$ cat config.mk
export PLATFORM = sky130hd
export DESIGN_NAME = insn_prefetch_queue
export DESIGN_NICKNAME = d
export VERILOG_FILES = /design/src/rtl/insn_prefetch_queue.sv
export SDC_FILE = /design/constraint.sdc
export NUM_CORES = 1
export LEC_CHECK = 0
export BUFFER_PORTS_ARGS = -buffer_cell sky130_fd_sc_hd__buf_4
export CORE_MARGIN = 2
export CORE_UTILIZATION = 57
export CTS_CLUSTER_SIZE = 10
export DETAILED_ROUTE_END_ITERATION = 10
export PLACE_DENSITY_LB_ADDON = 0.25
export SYNTH_ARGS = -nofsm -noshare
export SYNTH_HDL_FRONTEND = slang
export SYNTH_SLANG_ARGS = --single-unit
$ cat constraint.sdc
create_clock -name clk -period 4 [get_ports clk]
set_input_delay 0.2 -clock clk [delete_from_list [all_inputs] [get_ports clk]]
set_output_delay 0.2 -clock clk [all_outputs]
set_load 0.005 [all_outputs]
$ cat src/rtl/insn_prefetch_queue.sv
// Instruction prefetch queue: sequential fetch from a one-cycle synchronous memory,
// buffered in a DEPTH-entry FIFO and handed to the core under valid/ready, with redirect flush.
module insn_prefetch_queue #(
    parameter int          DEPTH    = 4,
    parameter logic [31:0] RESET_PC = 32'h0
) (
    input  logic        clk,
    input  logic        rst,
    output logic        mem_req,
    output logic [31:0] mem_addr,
    input  logic [31:0] mem_rdata,
    input  logic        mem_rvalid,
    output logic [31:0] insn,
    output logic [31:0] insn_pc,
    output logic        insn_valid,
    input  logic        insn_ready,
    input  logic        redirect,
    input  logic [31:0] redirect_pc,
    output logic        resp_err
);
    localparam int AW = (DEPTH > 1) ? $clog2(DEPTH) : 1;
    localparam int CW = $clog2(DEPTH + 1);

    logic [31:0]   r_fpc;
    logic [31:0]   r_req_addr;
    logic [CW-1:0] r_count;
    logic [AW-1:0] r_head;
    logic [AW-1:0] r_tail;
    logic          r_inflight;
    logic          r_flush_pend;
    logic          r_err;
    logic [31:0]   r_data [DEPTH];
    logic [31:0]   r_pc   [DEPTH];

    logic [CW:0]   w_used;
    logic          w_push;
    logic          w_pop;
    logic          w_stray;

    // Credits count the in-flight word so a response always has a free slot.
    assign w_used     = {1'b0, r_count} + {{CW{1'b0}}, r_inflight};
    assign mem_req    = !rst && !redirect && (w_used < (CW+1)'(DEPTH));
    assign mem_addr   = r_fpc;

    assign insn_valid = !rst && (r_count != '0);
    assign insn       = insn_valid ? r_data[r_head] : '0;
    assign insn_pc    = insn_valid ? r_pc[r_head]   : '0;
    assign resp_err   = r_err;

    assign w_push  = !rst && mem_rvalid && r_inflight && !redirect;
    assign w_pop   = insn_valid && insn_ready;
    // A response right after a redirect is an expected discard, not an error.
    assign w_stray = mem_rvalid && !r_inflight && !r_flush_pend;

    always_ff @(posedge clk) begin
        if (rst) begin
            r_fpc        <= RESET_PC;
            r_req_addr   <= '0;
            r_count      <= '0;
            r_head       <= '0;
            r_tail       <= '0;
            r_inflight   <= 1'b0;
            r_flush_pend <= 1'b0;
            r_err        <= 1'b0;
        end else begin
            r_flush_pend <= redirect;
            if (w_stray) begin
                r_err <= 1'b1;
            end
            if (redirect) begin
                r_fpc      <= redirect_pc;
                r_count    <= '0;
                r_head     <= '0;
                r_tail     <= '0;
                r_inflight <= 1'b0;
            end else begin
                r_inflight <= mem_req;
                if (mem_req) begin
                    r_fpc      <= r_fpc + 32'd1;
                    r_req_addr <= r_fpc;
                end
                if (w_push) begin
                    r_tail <= r_tail + AW'(1);
                end
                if (w_pop) begin
                    r_head <= r_head + AW'(1);
                end
                r_count <= r_count + CW'(w_push) - CW'(w_pop);
            end
        end
    end

    // Slot storage carries no reset; insn_valid masks stale contents.
    always_ff @(posedge clk) begin
        if (w_push) begin
            r_data[r_tail] <= mem_rdata;
            r_pc[r_tail]   <= r_req_addr;
        end
    end
endmodule

==> flow_summary_export.csv <==
group,metric,value,unit
layout,antennaDiodeCount,0,
die,coreArea,22570,µm²
synthesis,seq_area_frac_synth,70.55,%
cts,cts_tree,"yes",
power,clockPowerShare,44.0,%
power,seq_power_share,52.1,%
global_routing,grt_pass1_wl,43860,µm
timing,slew_headroom,24.15,%
power,p_int,5.862,mW
placement,gp_congestion,0.8171,
layout,syn2layout_area_growth,25.20,%
detailed_routing,wl_per_cell,20.40,µm
die,start_util,57.83,%
die,pin_count,168,
cts,clock_path_buffers,3,
synthesis,syn_area,13050,µm²
synthesis,synth_cell_types,43,
detailed_routing,via_per_inst,5.713,
cts,clockRootBuffer,"clkbuf_16",
timing,holdWs,0.05007,ns
timing,setup_viol,0,
synthesis,syn_nets,895,
synthesis,ys_ff_latch,332,
power,switchingPower,1.439,mW
global_routing,overflow,0,
die,die_w,155.3,µm
layout,drive_gt1_share,27.04,%
power,leakage,5.860,nW
global_routing,grt_pass1_vias,8128,
synthesis,synthFlopType,"edfxtp_1",
placement,pre_cts_ws,1.342,ns
worst_setup_path,cp_max_fo,33,
worst_setup_path,start_kind,"register",
placement,dp_hpwl,15500,µm
worst_hold_path,min_path_type,"input port to register",
timing,setup_tns,0,ns
worst_setup_path,arrival,2.97,ns
worst_setup_path,worst_ep_required_time,3.80,ns
die,die_area,24130,µm²
power,power_density,446.7,nW/µm²
synthesis,synth_cells,817,
timing,hold_viol_final,0,
global_routing,gr-usage-all-layers,23.60,%
power,p_total,7.301,mW
synthesis,synth-edff-count,256,
cts,cts.sinks,332,
detailed_routing,first_iter_violations,512,
layout,fill_cells,1396,
layout,final_nets,1124,
detailed_routing,ant_nets,0,
synthesis,yosysWarnings,0,
global_routing,antenna_found_initial,0,
cts,insertion_delay,0.51,ns
power,switching_share,19.71,%
cts,cts_resized,0,
run,max_cap_violations,0,
die,core.rowCount,55,
worst_setup_path,endpoint_kind,"output pin",
timing,rsz0062_at_grt,"false",
timing,slew_viol_final,0,
timing,finalCriticalPeriod,3.172,ns
power,vdd.ir_drop.worst,0.2442,mV
layout,fin_util,72.41,%
worst_setup_path,critPathKind,"register to output pin",
placement,portBuffers,167,
die,die_h,155.3,µm
cts,clk_pin_slew,0.05,ns
detailed_routing,vias,7776,
timing,fmax,315.2,MHz
detailed_routing,totalWireLength,27770,µm
cts,tritoncts.num_buffers,39,
timing,worst_slew_pin_slew,1.136,ns
timing,fin_worst_skew,0.009534,ns
power,p_comb_share,3.9,%
timing,fin_crit_sh,79.30,%
synthesis,synthArstFlopShare,0,%
timing,fin_ws,0.8278,ns
synthesis,syn_area_per_cell,15.98,µm²
cts,h-tree-depth,2,
detailed_routing,drc,0,
outcome,outcome,"finished clean",
global_routing,grt_max_degree,67,
detailed_routing,first_pass_iters,5,
cell usage after synthesis, types with 2 or more instances:
cell | number | area share (%)
a311oi_1 | 7 | 0.47
a211oi_1 | 15 | 0.86
xnor2_1 | 17 | 1.1
a22o_1 | 3 | 0.20
ha_1 | 8 | 0.77
inv_1 | 10 | 0.29
nor4_1 | 2 | 0.096
or4_1 | 2 | 0.11
xor2_1 | 12 | 0.81
nand2_1 | 84 | 2.4
o21ai_0 | 9 | 0.35
edfxtp_1 | 256 | 59
buf_2 | 8 | 0.31
mux4_2 | 64 | 11
or3_1 | 4 | 0.19
nor3_1 | 7 | 0.27
nor4b_1 | 5 | 0.34
and3_1 | 7 | 0.34
dfxtp_1 | 76 | 12
buf_4 | 2 | 0.11
nor2_1 | 34 | 0.98
a21oi_1 | 36 | 1.4
buf_1 | 5 | 0.14
clkbuf_1 | 31 | 0.89
and2_1 | 74 | 3.5
and4_1 | 4 | 0.27
nand4_2 | 2 | 0.19
o31ai_1 | 2 | 0.11
nand3_1 | 7 | 0.27
nand4_1 | 11 | 0.53
cell families (layout without fill, tap and decap cells):
kind of cell             after synthesis  count (layout)  share of synthesized area [%]
adder cells (fa/ha/maj)                9               9                         0.9202
AND/OR/NAND/NOR                      249             249                          9.959
XOR/XNOR                              29              29                          1.946
multiplexers                          64              64                          11.04
flip-flops                           332             332                          70.55
buffers and inverters                 58             317                          1.859
AO/OA/AOI/OAI                         76              76                          3.729
area by class of cell:
class                   count  area [µm²]  area share (%)
inverters                  11       41.29          0.2526
multi-input cells         427        3620           22.15
flip-flops and latches    332        9216           56.39
repair buffers            235        1939           11.87
well taps                 285       356.6           2.182
clock buffers              71        1170           7.158
sequential cells by signal, summed over array words and instances, names as in the netlist, named ones only:
signal / count
r_head: 2
r_req_addr: 32
r_data: 128
r_flush_pend: 1
r_tail: 2
resp_err: 1
r_inflight: 1
r_pc: 128
r_count: 3
mem_addr: 32
through the flow:
| stage | area (µm²) | instances |
|---|---|---|
| 2_1_floorplan | 13050 | 817 |
| 5_1_grt | 16340 | 1361 |
| 6_report | 16340 | 1361 |
| 3_5_place_dp | 14520 | 1225 |
| 4_1_cts | 16340 | 1361 |
| 3_3_place_gp | 14520 | 1225 |
power groups by stage:
stage	combinational [mW]	clock, mW	sequential, mW
after floorplan	0.0948	0	3.85
after global placement	0.223	0	3.87
after detailed placement	0.228	0	3.87
after CTS	0.280	3.27	3.80
after global routing	0.306	3.41	3.81
final	0.281	3.21	3.81
critical path, stage by stage (launching register included):
cell and delay [ns]:
dfxtp_1 0.37, ha_1 0.22, o211a_1 0.26, o22ai_4 0.39, nand2_1 0.13, inv_1 0.84, buf_4 0.25
metal layers:
layer  GRT usage (%)  vias up  wire, µm
li1                -     3570         -
met1           31.16     3847     11530
met2           41.07      324     14040
met3           4.429       35      1800
met4           5.679        0       391
met5               0        -         0
worst paths after layout:
check	from	endpoint	slack (ns)	cells past startpoint
max	r_count[2]	mem_req	0.83	6
min reg2reg	resp_err	resp_err	0.48	2
max reg2reg	r_count[2]	r_req_addr[22]	1.38	7
min	redirect_pc[14]	mem_addr[14]	0.05	4
placed cells by master, fill, tap and decap left out, drive strengths merged:
cell / count
o22a: 1
nor3b: 1
dlygate4sd3: 65
xnor2: 17
o31ai: 2
o22ai: 1
or2: 1
nor3: 7
nor4: 2
edfxtp: 256
or4: 2
ha: 8
dfxtp: 76
nand3: 8
a21oi: 36
inv: 11
and4: 4
xor2: 12
nand4: 13
a22o: 3
nor2: 34
fa: 1
o211a: 1
nand4b: 1
o21ai: 9
a311oi: 7
and3: 8
o21a: 1
nand2: 84
buf: 170
nor4b: 5
clkbuf: 71
and2: 74
a211oi: 15
mux4: 64
or3: 4
nand3b: 1
timing repair:
action                    CTS  global route
buffers inserted            0             0
hold buffers               65             0
hold endpoints to repair  161             0
Power figures use the tool's default switching activity.
